--- src/rtl/setup_packet_loader.sv ---
// Packet-to-setup-bus replayer: takes a header plus 1-8 payload bytes and strobes
// each byte onto the tile's setup bus with one sync pulse followed by a low gap.
module setup_packet_loader #(
   parameter int unsigned GAP_CYCLES = 1  // legal range 1-15
) (
   input  logic       clk,
   input  logic       reset,
   input  logic [7:0] in_data,
   input  logic       in_valid,
   output logic       in_ready,
   output logic [7:0] setup_data,
   output logic [2:0] setup_control,
   output logic       setup_sync,
   output logic       busy,
   output logic       done,
   output logic       err
);

   typedef enum logic [1:0] {
      S_IDLE,
      S_LOAD,
      S_HIGH,
      S_LOW
   } state_t;

   localparam logic [3:0] GAP_INIT = 4'(GAP_CYCLES);

   state_t     state_q;
   logic [3:0] remaining_q;
   logic [3:0] gap_q;
   logic       in_ready_q;
   logic [7:0] setup_data_q;
   logic [2:0] setup_control_q;
   logic       setup_sync_q;
   logic       busy_q;
   logic       done_q;
   logic       err_q;

   logic xfer;
   logic hdr_ok;

   assign xfer = in_valid & in_ready_q;

   // Code 101 is the tile's streaming code and 111 is undefined; neither may
   // ever reach setup_control, so both are rejected at the header.
   assign hdr_ok = (in_data[7:6] == 2'b00) &&
                   (in_data[2:0] != 3'b101) &&
                   (in_data[2:0] != 3'b111);

   // NOTE: all state and outputs update with non-blocking assignments so every
   // register sees the pre-edge values of the others, independent of statement order.
   always_ff @(posedge clk) begin
      if (reset) begin
         state_q         <= S_IDLE;
         remaining_q     <= 4'd0;
         gap_q           <= 4'd0;
         in_ready_q      <= 1'b1;
         setup_data_q    <= 8'h00;
         setup_control_q <= 3'b000;
         setup_sync_q    <= 1'b0;
         busy_q          <= 1'b0;
         done_q          <= 1'b0;
         err_q           <= 1'b0;
      end else begin
         done_q <= 1'b0;
         err_q  <= 1'b0;
         case (state_q)
            S_IDLE: begin
               if (xfer) begin
                  if (hdr_ok) begin
                     setup_control_q <= in_data[2:0];
                     remaining_q     <= 4'(in_data[5:3]) + 4'd1;
                     busy_q          <= 1'b1;
                     state_q         <= S_LOAD;
                  end else begin
                     err_q <= 1'b1;
                  end
               end
            end
            S_LOAD: begin
               if (xfer) begin
                  setup_data_q <= in_data;
                  remaining_q  <= remaining_q - 4'd1;
                  setup_sync_q <= 1'b1;
                  in_ready_q   <= 1'b0;
                  state_q      <= S_HIGH;
               end
            end
            S_HIGH: begin
               setup_sync_q <= 1'b0;
               gap_q        <= GAP_INIT;
               state_q      <= S_LOW;
            end
            S_LOW: begin
               if (gap_q <= 4'd1) begin
                  in_ready_q <= 1'b1;
                  if (remaining_q != 4'd0) begin
                     state_q <= S_LOAD;
                  end else begin
                     state_q <= S_IDLE;
                     done_q  <= 1'b1;
                     busy_q  <= 1'b0;
                  end
               end else begin
                  gap_q <= gap_q - 4'd1;
               end
            end
            default: state_q <= S_IDLE;
         endcase
      end
   end

   assign in_ready      = in_ready_q;
   assign setup_data    = setup_data_q;
   assign setup_control = setup_control_q;
   assign setup_sync    = setup_sync_q;
   assign busy          = busy_q;
   assign done          = done_q;
   assign err           = err_q;

endmodule

--- config.mk ---
export PLATFORM = sky130hd
export DESIGN_NAME = setup_packet_loader
export DESIGN_NICKNAME = d
export VERILOG_FILES = /design/src/rtl/setup_packet_loader.sv
export SDC_FILE = /design/constraint.sdc
export NUM_CORES = 1
export LEC_CHECK = 0
export ABC_AREA = 1
export CORE_MARGIN = 3
export CORE_UTILIZATION = 40
export CTS_CLUSTER_SIZE = 16
export DETAILED_ROUTE_END_ITERATION = 8
export GPL_ROUTABILITY_DRIVEN = 0
export PLACE_DENSITY = 0.73
export SYNTH_ARGS = -nofsm -noshare
export SYNTH_HDL_FRONTEND = slang
export SYNTH_SLANG_ARGS = --single-unit
--- constraint.sdc ---
create_clock -name clk -period 2.4 [get_ports clk]
set_input_delay 0.6 -clock clk [delete_from_list [all_inputs] [get_ports clk]]
set_output_delay 0.6 -clock clk [all_outputs]
set_load 0.01 [all_outputs]
# == Word-level counts from Yosys, hierarchy flattened ==
# Cells that the tools add are included.
# totals
regBits,26
wordCells,74
out_inout_bits,16
# classes
n_eq_ne,11
addsub,3
n_mux,24
n_reduce_logical,20
bitwise,5
magnitude_cmp,1
# ops
op,count
$mux W4,4
$pmux W4 S2,2
$ne A2 B2 Y1 const B,6
$mux W1,10
$reduce_bool A2 Y1,5
$mux W2,4
$pmux W2 S4,1
$reduce_and A4 Y1,2
$sub A4 B1 Y4 const B,2
$ne A3 B3 Y1 const B,2
$pmux W1 S2,3
$reduce_and A2 Y1,3
$reduce_and A3 Y1,2
$reduce_or A3 Y1,2
$reduce_and A5 Y1,1
$add A3 B1 Y4 const B,1
$eq A2 B2 Y1 const B,2
$le A4 B1 Y1 const B,1
$logic_not A2 Y1,2
$not A1 Y1,4
$reduce_bool A4 Y1,1
$eq A2 B1 Y1 const B,1
$logic_and A1 B1 Y1,2
$and A1 B1 Y1,1

# == Depth between registers and ports, before layout ==
# logic_depth
depth_word,6
mapped_depth,11
depth_no_buf,11

# == Least setup slack after synthesis ==
# No wires, ideal clock.
# synth_path
path_kind,reg2reg
start,register state_q[1]
end,register remaining_q[3]
setup_ns,0.116
arrival_time_ns,1.234
slack_ns,1.050
stages_incl_launch_ff,10
path_cell_list,dfxtp_1 > inv_1 > ha_1 > buf_2 > nand2_4 > nand2_2 > nand2_2 > inv_2 > o21ai_0 > nor2_1
# synth_via
elab_chain_cells,3
word_cells_on_any_way,8
# synth_rtl
element,line,rtl
from (decl),28,state_t state_q;
from (signal assigned),54,state_q <= S_IDLE;
from (signal assigned),74,state_q <= S_LOAD;
from (signal assigned),86,state_q <= S_HIGH;
$eq A2 B1 Y1 or $logic_not A2 Y1 (tied branches),67,case (state_q)
$ne A2 B2 Y1 (no line) or $reduce_bool A2 Y1 (tied branches),n/a,
$reduce_and A4 Y1 (no line),n/a,
to (signal assigned),72,remaining_q <= 4'(in_data[5:3]) + 4'd1;
to (signal assigned),83,remaining_q <= remaining_q - 4'd1;
to (decl),29,logic [3:0] remaining_q;
# Parallel ways exist; a longest one is shown, timed or not.
# A chain may end at the register's enable or synchronous reset.

# == Worst setup path after layout ==
# layout_path
start,"register in_ready_q, in the netlist in_ready"
end,output in_ready
# layout_rtl
element,line,rtl
from (decl),31,logic in_ready_q;
from (signal assigned),57,in_ready_q <= 1'b1;
from (signal assigned),85,in_ready_q <= 1'b0;
from (signal assigned),96,in_ready_q <= 1'b1;
to (decl),10,"output logic in_ready,"
# No word-level cell between the ends.

==> impl_metrics.tcl <==
set metrics [dict create \
    setup_viol 0 \
    synth_seq_area_share_pct 38.4 \
    worstHoldPathType "flip-flop to flip-flop" \
    grt_pass1_wl_um 4740 \
    fin_crit_sh_pct 78.2 \
    tightest_slew_ns 0.659 \
    fin_area_mm2 0.00168 \
    synth_edf_count 0 \
    cpPeakStageDelay_ns 0.55 \
    ys.flop_type "dfxtp_1" \
    critPathLaunch "in_ready$_SDFFE_PP1P_" \
    synth_top_family_by_area "simple AND/OR/NAND/NOR gates" \
    die-area_mm2 0.00412 \
    die_h_um 64.2 \
    syn-cell-area_mm2 0.00136 \
    area_growth_pct 23.9 \
    placedInstanceArea_mm2 0.00164 \
    hold_buffers 0 \
    ant_nets 0 \
    multi_input_area_um2 711 \
    coreArea_mm2 0.00315 \
    cp_cell_sequence "clkdlybuf4s50_1" \
    holdWs_ns 0.478 \
    power_density_mw_per_mm2 578 \
    timing.slew.headroom_pct 56.1 \
    firstDrtPassIters 4 \
    drive_gt1_share_pct 9.00 \
    ys_top_cells_by_area "dfxtp_1 (38%), nand2_1 (9.7%), ha_1 (8.3%)" \
    synth_cells 186 \
    portBuffers 26 \
    hold_depth 2 \
    post_layout_nonfiller_instances 255 \
    synth-xor-area-share_pct 1.29 \
    clk_latency_ns 0.32 \
    synth_compound_area_share_pct 11.7 \
    reg2reg_depth 9 \
    synth-adder-area-share_pct 8.31 \
    synth_top_area_cell "dfxtp_1" \
    hpwlAfterDp_um 2110 \
    pin_count 27 \
    critPathRequiredTime_ns 1.80 \
    synth-simple-area-share_pct 31.1 \
    cts_tree "done" \
    start_kind "flip-flop" \
    fill_cells 328 \
    synth_top_area_share_pct 38.4 \
    die-width_um 64.2 \
    regToRegStartpoint "state_q[1]$_SDFFE_PP0P_" \
    syn_avg_cell_area_um2 7.29 \
    clockBufferDepth 2 \
    n_antenna_cell 0 \
    path_clk_slew_ns 0.14 \
    synthMuxAreaShare_pct 0 \
    cts_max_level 1 \
    hold-path-endpoint "setup_data[5]$_SDFFE_PP0P_" \
    drc 0 \
    final_nets 232 \
    reg2reg_to "remaining_q[3]$_SDFFE_PP0P_" \
    layout_setup_ws_ns 0.524 \
    hp-start "setup_data[5]$_SDFFE_PP0P_" \
    fmax_mhz 533 \
    antenna_found_initial 0 \
    rsz0062_at_grt "false" \
    grt_usage_pct 14.2 \
    drv_slew 0 \
    grt_overflow 0 \
    ys_warn_count 0 \
    synth_common_cells "nand2_1 (35), dfxtp_1 (26), inv_1 (20), nand3_1 (20), nor2_1 (19)" \
    cts.sinks 26 \
    grt_max_degree 18 \
    synth_seq_cells 26 \
    yosys.cell_count.top_type "nand2_1" \
    p_leak_nw 0.687 \
    dr.first_iter.drc_count 52 \
    synthDistinctLibCells 28 \
    crit_family "buffers and inverters" \
    place_inst 251 \
    post-cts-setup-buffers 0 \
    cp_max_fo 3 \
    worstPathArrival_ns 1.28 \
    setup_tns_ns 0 \
    syn-num-nets 206 \
    crit_buf_inv 1 \
    timing.final.crit_period_ns 1.88 \
    finClkSkew_ns 0.00131 \
    end_kind "primary output" \
    root_buffer "clkbuf_4" \
    outcome "finished, final reports clean" \
    grt_pass1_vias 1143 \
    finish.utilization_pct 53.3 \
    setup.worst_path.class "flip-flop to primary output" \
    cts_resized 0 \
    r2r_slack_ns 0.60 \
    wire_per_inst_um 11.1 \
    hold_viol 0 \
    cap_viol_max_count 0 \
    routed_wl_um 2830 \
    critPathSlowestCell "clkdlybuf4s50_1" \
    via_count 1229 \
    ir_drop_mv 0.295 \
    viasPerCell 4.82 \
    start_util_pct 43.0 \
    cts_made_buffers 3 \
    synthArstFlopShare_pct 0 \
    regArea_um2 520 \
    num_rows 20 \
    finalPower_mw 0.971 \
    place_worst_setup_slack_ns 0.422 \
]
## power breakdown
group          switching (mW)  leakage [nW]  internal (mW)  total (mW)
registers              0.0192         0.211          0.461       0.480
logic                   0.153         0.455          0.112       0.265
clock network           0.133        0.0210         0.0928       0.226
total                   0.305         0.687          0.666       0.971
## cell families after synthesis
kind of cell | after synthesis
AOI/OAI and AO/OA | 30
and+or+nand+nor | 90
xor gates and xnor gates | 2
buffers and inverters | 29
DFF | 26
adders and majority gates | 9
## how the worst max path moves through the flow
stage / to / slack [ns] / cells past startpoint
2_1_floorplan: remaining_q[3]$_SDFFE_PP0P_ / 1.05 / 9
3_3_place_gp: setup_control[2]$_SDFFE_PP0P_ / 0.47 / 8
3_5_place_dp: remaining_q[3]$_SDFFE_PP0P_ / 0.42 / 10
4_1_cts: in_ready / 0.51 / 1
5_1_grt: remaining_q[3]$_SDFFE_PP0P_ / 0.45 / 9
6_report: in_ready / 0.52 / 1
## cell type report
type	instances	share of cell area (%)
well taps	44	3.28
clock buffers	4	2.16
flip-flops and latches	26	31.0
multi-input cells	131	42.3
inverters	23	5.29
repair buffers	27	15.9
## sequential cells by signal, summed over array words and instances, names as in the netlist
| name | count |
|---|---|
| busy | 1 |
| state_q | 2 |
| err | 1 |
| remaining_q | 4 |
| setup_data | 8 |
| setup_control | 3 |
| gap_q | 4 |
| done | 1 |
| setup_sync | 1 |
| in_ready | 1 |
## per-layer routing
layer | up-vias | track usage (%) | routed length, µm
met3 | 4 | 1.93 | 88
li1 | 648 | - | -
met1 | 558 | 19.9 | 1500
met4 | 0 | 5.54 | 31
met2 | 19 | 21.8 | 1210
met5 | - | 0 | 0
## layout by cell type, fill, tap and decap left out
cell              n
a21oi_1          16
a21oi_2           1
a221oi_1          1
a31oi_1           1
buf_4             1
clkbuf_4          3
clkbuf_8          1
clkdlybuf4s50_1  26
clkinv_1          1
dfxtp_1          26
ha_1              9
inv_1            20
inv_2             1
inv_4             1
nand2_1          35
nand2_2           6
nand2_4           3
nand3_1          20
nand4_1           2
nor2_1           19
nor2_2            1
nor2_4            1
nor3_1            1
nor4_1            1
o21ai_0          10
o21ai_1           1
or2_1             1
xnor2_1           2
Power figures use the tool's default switching activity.
